===== config.mk =====
export PLATFORM = sky130hd
export DESIGN_NAME = led_pattern_engine_flat
export DESIGN_NICKNAME = d
export VERILOG_FILES = /design/src/rtl/led_pattern_engine_pkg.sv /design/src/rtl/led_pattern_engine_if.sv /design/src/rtl/led_pattern_engine_step_prescaler.sv /design/src/rtl/led_pattern_engine.sv /design/src/flat_wrapper.sv
export SDC_FILE = /design/constraint.sdc
export NUM_CORES = 1
export LEC_CHECK = 0
export ABC_AREA = 1
export BUFFER_PORTS_ARGS = -buffer_cell sky130_fd_sc_hd__buf_2
export CAP_MARGIN = 20
export CORE_UTILIZATION = 63
export DETAILED_ROUTE_END_ITERATION = 7
export GPL_TIMING_DRIVEN = 1
export PLACE_DENSITY = 0.9
export SLEW_MARGIN = 10
export SYNTH_ARGS = -nofsm -noshare
export SYNTH_HDL_FRONTEND = slang
export SYNTH_SLANG_ARGS = --single-unit

===== constraint.sdc =====
create_clock -name clk -period 3.45 [get_ports clk]
set_input_delay 0 -clock clk [delete_from_list [all_inputs] [get_ports clk]]
set_output_delay 0 -clock clk [all_outputs]
set_load 0.02 [all_outputs]

===== src/rtl/led_pattern_engine_pkg.sv =====
// led_pattern_pkg: shared constants and types for the LED pattern engine.
//   mode_e      : pattern mode encodings (bounce, wrap up, wrap down,
//                 binary count, fill bar)
//   DIR_UP/DN   : direction of the moving dot (UP = toward the MSB LED)
//   PWM_BITS    : width of the brightness input and the PWM counter
//   decode_mode : folds unused mode codes (5..7) onto bounce
package led_pattern_pkg;

  localparam int PWM_BITS = 4;

  typedef enum logic [2:0] {
    MODE_BOUNCE  = 3'd0,
    MODE_WRAP_UP = 3'd1,
    MODE_WRAP_DN = 3'd2,
    MODE_COUNT   = 3'd3,
    MODE_FILL    = 3'd4
  } mode_e;

  localparam logic DIR_UP = 1'b0;
  localparam logic DIR_DN = 1'b1;

  function automatic mode_e decode_mode(input logic [2:0] m);
    if (m > 3'd4) return MODE_BOUNCE;
    return mode_e'(m);
  endfunction

endpackage


===== src/rtl/led_pattern_engine_if.sv =====
// led_pattern_if: switch-side controls and LED-side outputs of the engine.
//   en, mode, speed, brightness : control inputs from the board switches
//   led, pos, dir               : registered LED drive and dot/bar status
//   step, wrap                  : one-cycle status pulses
// Modports: master drives the controls (board/testbench), slave is the engine.
interface led_pattern_if #(
  parameter int NUM_LEDS = 16,
  parameter int POS_W    = $clog2(NUM_LEDS)
);
  import led_pattern_pkg::*;

  logic                en;
  logic [2:0]          mode;
  logic [3:0]          speed;
  logic [PWM_BITS-1:0] brightness;
  logic [NUM_LEDS-1:0] led;
  logic [POS_W-1:0]    pos;
  logic                dir;
  logic                step;
  logic                wrap;

  modport master (
    output en, mode, speed, brightness,
    input  led, pos, dir, step, wrap
  );

  modport slave (
    input  en, mode, speed, brightness,
    output led, pos, dir, step, wrap
  );

endinterface


===== src/rtl/led_pattern_engine_step_prescaler.sv =====
// step_prescaler: divides the clock down to pattern steps.
//   clk, rst : clock and synchronous active-high reset
//   en_i     : 1 = count, 0 = hold the divider where it is
//   speed_i  : step period = max(1, CLKS_PER_STEP >> speed_i)
//   step_o   : high during the last cycle of each step period
module step_prescaler #(
  parameter int CLKS_PER_STEP = 25_000_000,
  parameter int DIV_W         = 30
) (
  input  logic       clk,
  input  logic       rst,
  input  logic       en_i,
  input  logic [3:0] speed_i,
  output logic       step_o
);

  logic [DIV_W-1:0] div_q, div_d;
  logic [DIV_W-1:0] period_q, period_d;

  function automatic logic [DIV_W-1:0] period_for(input logic [3:0] spd);
    logic [DIV_W-1:0] p;
    p = DIV_W'(CLKS_PER_STEP) >> spd;
    if (p == '0) p = DIV_W'(1);
    return p;
  endfunction

  // Reset suppresses the pulse so nothing downstream advances in that cycle.
  assign step_o = en_i && !rst && (div_q == period_q - DIV_W'(1));

  // The period is only re-latched as the divider returns to zero, so a speed
  // change always lets the step in progress finish at its old length.
  always_comb begin
    div_d    = div_q;
    period_d = period_q;
    if (step_o) begin
      div_d    = '0;
      period_d = period_for(speed_i);
    end else if (en_i) begin
      div_d = div_q + DIV_W'(1);
    end
  end

  always_ff @(posedge clk) begin
    if (rst) begin
      div_q    <= '0;
      period_q <= period_for(speed_i);
    end else begin
      div_q    <= div_d;
      period_q <= period_d;
    end
  end

endmodule


===== src/rtl/led_pattern_engine.sv =====
// led_pattern_engine: parametrised LED pattern generator with PWM brightness.
//   clk, rst : clock and synchronous active-high reset
//   ctrl_io  : led_pattern_if slave (en/mode/speed/brightness in;
//              led/pos/dir/step/wrap out)
// Optional macro LED_PATTERN_TRAIL_EN adds a decaying trail of the last
// TRAIL_LEN dot positions in the bounce/wrap modes.
module led_pattern_engine
  import led_pattern_pkg::*;
#(
  parameter int NUM_LEDS      = 16,
  parameter int CLKS_PER_STEP = 25_000_000,
  parameter int DIV_W         = 30,
  parameter int TRAIL_LEN     = 3
) (
  input logic          clk,
  input logic          rst,
  led_pattern_if.slave ctrl_io
);

  localparam int               POS_W   = $clog2(NUM_LEDS);
  localparam logic [POS_W-1:0] POS_MAX = POS_W'(NUM_LEDS - 1);

  if (NUM_LEDS < 2 || TRAIL_LEN < 1 || TRAIL_LEN > 4) begin : g_bad_cfg
    $error("led_pattern_engine: NUM_LEDS must be >= 2 and TRAIL_LEN 1..4");
  end

  logic                step_pulse;
  logic                wrap_hit;
  mode_e               mode_eff;
  logic [POS_W-1:0]    pos_q, pos_d;
  logic                dir_q, dir_d;
  logic [NUM_LEDS-1:0] cnt_q, cnt_d;
  logic [PWM_BITS-1:0] pwm_q;
  logic [NUM_LEDS-1:0] led_q, led_d;
  logic [NUM_LEDS-1:0] pattern;
  logic [PWM_BITS-1:0] level [NUM_LEDS];

  step_prescaler #(
    .CLKS_PER_STEP(CLKS_PER_STEP),
    .DIV_W        (DIV_W)
  ) u_prescaler (
    .clk    (clk),
    .rst    (rst),
    .en_i   (ctrl_io.en),
    .speed_i(ctrl_io.speed),
    .step_o (step_pulse)
  );

  assign mode_eff = decode_mode(ctrl_io.mode);

  // Next pattern position/direction/count; only evaluated on a step. wrap_hit
  // marks the bounce reversal, wrap-around, count overflow or bar clear.
  always_comb begin
    pos_d    = pos_q;
    dir_d    = dir_q;
    cnt_d    = cnt_q;
    wrap_hit = 1'b0;
    if (step_pulse) begin
      case (mode_eff)
        MODE_WRAP_UP: begin
          dir_d = DIR_UP;
          if (pos_q >= POS_MAX) begin
            pos_d    = '0;
            wrap_hit = 1'b1;
          end else begin
            pos_d = pos_q + POS_W'(1);
          end
        end
        MODE_WRAP_DN: begin
          dir_d = DIR_DN;
          if (pos_q == '0) begin
            pos_d    = POS_MAX;
            wrap_hit = 1'b1;
          end else begin
            pos_d = pos_q - POS_W'(1);
          end
        end
        MODE_COUNT: begin
          cnt_d    = cnt_q + NUM_LEDS'(1);
          wrap_hit = &cnt_q;
        end
        MODE_FILL: begin
          if (pos_q >= POS_MAX) begin
            pos_d    = '0;
            wrap_hit = 1'b1;
          end else begin
            pos_d = pos_q + POS_W'(1);
          end
        end
        default: begin
          if (dir_q == DIR_UP) begin
            if (pos_q >= POS_MAX) begin
              dir_d    = DIR_DN;
              pos_d    = POS_MAX - POS_W'(1);
              wrap_hit = 1'b1;
            end else begin
              pos_d = pos_q + POS_W'(1);
            end
          end else begin
            if (pos_q == '0) begin
              dir_d    = DIR_UP;
              pos_d    = POS_W'(1);
              wrap_hit = 1'b1;
            end else begin
              pos_d = pos_q - POS_W'(1);
            end
          end
        end
      endcase
    end
  end

  // The displayed pattern follows the live mode input so a mode switch is
  // visible immediately, while position/count only move on steps.
  always_comb begin
    pattern = '0;
    case (mode_eff)
      MODE_COUNT: pattern = cnt_q;
      MODE_FILL: begin
        for (int i = 0; i < NUM_LEDS; i++) pattern[i] = (POS_W'(i) <= pos_q);
      end
      default: pattern[pos_q] = 1'b1;
    endcase
  end

`ifdef LED_PATTERN_TRAIL_EN
  logic                 dot_mode;
  logic [POS_W-1:0]     hist_pos_q [TRAIL_LEN];
  logic [TRAIL_LEN-1:0] hist_vld_q;

  assign dot_mode = (mode_eff == MODE_BOUNCE) || (mode_eff == MODE_WRAP_UP) ||
                    (mode_eff == MODE_WRAP_DN);

  // Entry 0 is the newest history position; count and fill steps wipe it.
  always_ff @(posedge clk) begin
    if (rst) begin
      hist_vld_q <= '0;
      for (int k = 0; k < TRAIL_LEN; k++) hist_pos_q[k] <= '0;
    end else if (step_pulse) begin
      if (dot_mode) begin
        hist_pos_q[0] <= pos_q;
        hist_vld_q[0] <= 1'b1;
        for (int k = 1; k < TRAIL_LEN; k++) begin
          hist_pos_q[k] <= hist_pos_q[k-1];
          hist_vld_q[k] <= hist_vld_q[k-1];
        end
      end else begin
        hist_vld_q <= '0;
      end
    end
  end
`endif

  // Per-LED PWM level: full brightness for lit pattern LEDs, halved once per
  // history age for trail LEDs, brightest contribution wins.
  always_comb begin
    led_d = '0;
    for (int i = 0; i < NUM_LEDS; i++) begin
      level[i] = pattern[i] ? ctrl_io.brightness : '0;
`ifdef LED_PATTERN_TRAIL_EN
      if (dot_mode) begin
        for (int k = 0; k < TRAIL_LEN; k++) begin
          if (hist_vld_q[k] && (hist_pos_q[k] == POS_W'(i)) &&
              ((ctrl_io.brightness >> (k + 1)) > level[i])) begin
            level[i] = ctrl_io.brightness >> (k + 1);
          end
        end
      end
`endif
      led_d[i] = (pwm_q < level[i]);
    end
  end

  always_ff @(posedge clk) begin
    if (rst) begin
      pos_q <= '0;
      dir_q <= DIR_UP;
      cnt_q <= '0;
      pwm_q <= '0;
      led_q <= '0;
    end else begin
      pos_q <= pos_d;
      dir_q <= dir_d;
      cnt_q <= cnt_d;
      pwm_q <= pwm_q + PWM_BITS'(1);
      led_q <= led_d;
    end
  end

  assign ctrl_io.led  = led_q;
  assign ctrl_io.pos  = pos_q;
  assign ctrl_io.dir  = dir_q;
  assign ctrl_io.step = step_pulse;
  assign ctrl_io.wrap = wrap_hit;

endmodule


===== src/flat_wrapper.sv =====
// flat-port wrapper written by rule: the top's interface ports become plain ports
module led_pattern_engine_flat import led_pattern_pkg::*;
#(
  parameter int NUM_LEDS      = 16,
  parameter int CLKS_PER_STEP = 25_000_000,
  parameter int DIV_W         = 30,
  parameter int TRAIL_LEN     = 3
)
  (clk, rst, ctrl_io_en, ctrl_io_mode, ctrl_io_speed, ctrl_io_brightness, ctrl_io_led, ctrl_io_pos, ctrl_io_dir, ctrl_io_step, ctrl_io_wrap);
  led_pattern_if #(.NUM_LEDS(NUM_LEDS)) ctrl_io_i ();
  input logic clk;
  input logic rst;
  input wire logic [$bits(ctrl_io_i.en)-1:0] ctrl_io_en;
  input wire logic [$bits(ctrl_io_i.mode)-1:0] ctrl_io_mode;
  input wire logic [$bits(ctrl_io_i.speed)-1:0] ctrl_io_speed;
  input wire logic [$bits(ctrl_io_i.brightness)-1:0] ctrl_io_brightness;
  output wire logic [$bits(ctrl_io_i.led)-1:0] ctrl_io_led;
  output wire logic [$bits(ctrl_io_i.pos)-1:0] ctrl_io_pos;
  output wire logic [$bits(ctrl_io_i.dir)-1:0] ctrl_io_dir;
  output wire logic [$bits(ctrl_io_i.step)-1:0] ctrl_io_step;
  output wire logic [$bits(ctrl_io_i.wrap)-1:0] ctrl_io_wrap;
  assign ctrl_io_i.en = ctrl_io_en;
  assign ctrl_io_i.mode = ctrl_io_mode;
  assign ctrl_io_i.speed = ctrl_io_speed;
  assign ctrl_io_i.brightness = ctrl_io_brightness;
  assign ctrl_io_led = ctrl_io_i.led;
  assign ctrl_io_pos = ctrl_io_i.pos;
  assign ctrl_io_dir = ctrl_io_i.dir;
  assign ctrl_io_step = ctrl_io_i.step;
  assign ctrl_io_wrap = ctrl_io_i.wrap;
  led_pattern_engine #(.NUM_LEDS(NUM_LEDS), .CLKS_PER_STEP(CLKS_PER_STEP), .DIV_W(DIV_W), .TRAIL_LEN(TRAIL_LEN)) u_core (.clk(clk), .rst(rst), .ctrl_io(ctrl_io_i));
endmodule

==> run metrics <==
Psw 0.852 mW; Period minus WS final 3.02 ns; Die Span X 113 um; Post-synth top flop dfxtp_1; GRT met2 Usage 52.1%; met3 usage 6.75%; IO Count 37; die height 113 um; largest net degree at the start of global routing 40; critical path launch point u_core.ctrl_io.pos[0]; Layout Utilization 70.1%; post-synthesis cell type count 48; CTS tree yes; vias in the first global route 7178; startpoint type of the worst setup path register; Initial Utilization 64.8%; Slew Limit Headroom 29.7%; pre-CTS setup slack 0.505 ns; Leakage 3.76 nW; IO buf count 36; DR WL/cell 15.1 um; P&R area growth vs syn 8.16%; H-tree depth 3; drt drc 0; CP max stage delay 0.52 ns; Iter 0 DRT Violations 1061; layout cell share with drive strength beyond 1 7.90%; Max Cap Viol 0; setup TNS 0 ns; worst clock skew 0.0121 ns; period utilization 87.4%; worst setup margin 0.434 ns; Worst Min Path Start ctrl_io_speed[0]; final WL 21300 um; CTS Sinks 96; P_int 1.92 mW; clock tree buffer depth 2; Resized cells post-CTS 0; crit path max fanout 9; Ant. Diodes 0; Hold Path Class in2reg; Hold Fails Final Rpt 0; Hold WS 0.0715 ns; row count 40; DR vias 8107; pwr/cell area 327 nW/um2; WS Path Type reg2reg; Final Max Slew Viols 0; CP max stage cell o21ai_0; Post-Syn Nets 1280; GR peak layer met2; M1 GR Usage 48.4%; Layout Nets 1307; vias per cell 5.75; synthesized flop and latch total 96; routability cong. 0.966; dpl hpwl 16200 um; Max VDD drop 0.342 mV; RSZ-0062 raised after global routing false; Clk pin slew, worst setup/hold paths 0.07 ns; cts bufs inserted 9; remaining antenna violation count 0; area of the die 12900 um2; outcome finished, final reports clean; Comb pwr share 17.6%; sequential power share 45.9%; root buffer cell clkbuf_16; initial antenna violation count 0; Sw Ratio 30.8%; Clock power frac 36.4%; sequential-to-total area share from yosys stat 27.8%; WP data required 3.68 ns; Post-synth EDFFs 25; Critical R2R Launch u_core.ctrl_io.pos[0]; Skew-Pair Late Insertion Delay 0.36 ns; synth warn 0; first-pass GRT wire length 34700 um; Avg Inst Size Synth 6.47 um2; # setup viols final 0; gr ovfl total 0; Core Region 12100 um2; Mapped Cells 1209; fmax 332 MHz; GRT Total Usage 34.3%; Worst EP arrival 3.25 ns; setup repair bufs after CTS 0; synthesized cell area 7820 um2; ys async rst share 0%; CP cell instances ha_1, inv_1, nor2_1, inv_1, o21ai_0, nand2_1, ha_1, a21oi_1, nor2_1, a2111oi_0; Critical Path End Type register; worst-margin pin slew 1.05 ns; drt pass-1 iters 5
-- routing by layer --
layer	vias to the layer above	part of all wire, %
li1	4013	-
met1	3632	45
met2	420	43
met3	42	9.6
met4	0	2.5
met5	-	0
-- worst max-delay path, delay by kind of cell (launching register included) --
kind / cells / cell delay [ns]
buf+inv: 2 / 0.24
fa+ha+maj: 2 / 0.69
flops: 1 / 0.50
simple gates: 3 / 0.50
compound gates: 3 / 0.94
-- worst paths after layout --
check / end / slack (ns) / depth (start not counted)
worst max register to register: u_core.ctrl_io.led[15] / 0.43 / 10
worst min register to register: u_core.pwm_q[0] / 0.47 / 1
worst max-delay path: u_core.ctrl_io.led[15] / 0.43 / 10
worst min-delay path: u_core.u_prescaler.period_q[11] / 0.07 / 3
-- synthesized netlist by cell type (4+ instances only) --
library cell  instances  area [um2]
nand2_1             333        1250
nor2_1              168         631
inv_1               147         552
dfxtp_1              71        1420
nand3_1              65         325
ha_1                 57         713
o21ai_0              56         280
a21oi_1              51         255
nand4_1              29         181
nor3_1               29         145
edfxtp_1             25         751
xor2_1               24         210
xnor2_1              18         158
clkbuf_1             17        63.8
nor2_2               11        68.8
a31oi_1              10        62.6
nand3b_1              8        60.1
nor3b_1               8        60.1
nor4_1                8        50.1
o22ai_1               8        50.1
inv_2                 7        26.3
buf_2                 6        30.0
nor2_4                6        67.6
buf_1                 4        15.0
o211ai_1              4        30.0
-- sequential cells by signal, indices dropped and copies added (netlist names) --
| register | flops |
|---|---|
| u_core.u_prescaler.period_q | 25 |
| u_core.cnt_q | 16 |
| u_core.ctrl_io.led | 16 |
| u_core.ctrl_io.pos | 4 |
| u_core.pwm_q | 4 |
| u_core.u_prescaler.div_q | 30 |
| u_core.ctrl_io.dir | 1 |
-- per-stage QoR --
stage / cell area, um2 / total power, mW / instances
floorplan: 7820 / 1.64 / 1209
global placement: 8160 / 1.76 / 1392
detailed placement: 8160 / 1.77 / 1392
CTS: 8460 / 2.76 / 1409
global route: 8460 / 2.88 / 1409
finish: 8460 / 2.77 / 1409
-- power groups by stage --
| stage | combinational, mW | clock [mW] | sequential [mW] |
|---|---|---|---|
| 5_1_grt | 0.557 | 1.05 | 1.28 |
| 4_1_cts | 0.482 | 1.01 | 1.27 |
| 3_3_place_gp | 0.465 | 0 | 1.29 |
| 6_report | 0.488 | 1.01 | 1.27 |
| 2_1_floorplan | 0.332 | 0 | 1.31 |
| 3_5_place_dp | 0.477 | 0 | 1.30 |
-- logic make-up (layout without fill, tap and decap cells) --
group | Yosys count | in the layout | synth area share [%]
AND/OR/NAND/NOR | 678 | 678 | 38.1
buffers and inverters | 184 | 216 | 9.03
AO/OA/AOI/OAI | 151 | 151 | 11.0
flip-flops | 96 | 96 | 27.8
adder cells (fa/ha/maj) | 57 | 57 | 9.12
XOR/XNOR | 43 | 43 | 4.99
-- timing repair --
action                                  4_1_cts  5_1_grt
endpoints found under the setup margin        0        0
hold endpoints to repair                      1        0
hold buffers                                  1        0
-- placed cells by master (no fill, tap or decap), types with 9 or more instances in the layout --
cell         n
buf_2       36
nand2_1    332
dfxtp_1     71
nor2_2      11
o21ai_0     56
xor2_1      24
xnor2_1     18
nand4_1     29
a21oi_1     51
edfxtp_1    25
inv_1      147
nor3_1      29
nor2_1     168
ha_1        57
a31oi_1     10
nand3_1     65
clkbuf_16    9
-- layout make-up --
class | count | area, um2
clock buffer | 11 | 253
fill | 1034 | 3610
sequential | 96 | 2170
multi-input combinational | 929 | 4940
tap | 168 | 210
clock inverter | 5 | 37.5
timing repair buffer | 44 | 255
inverter | 156 | 586
(Power assumes the default switching activity.)
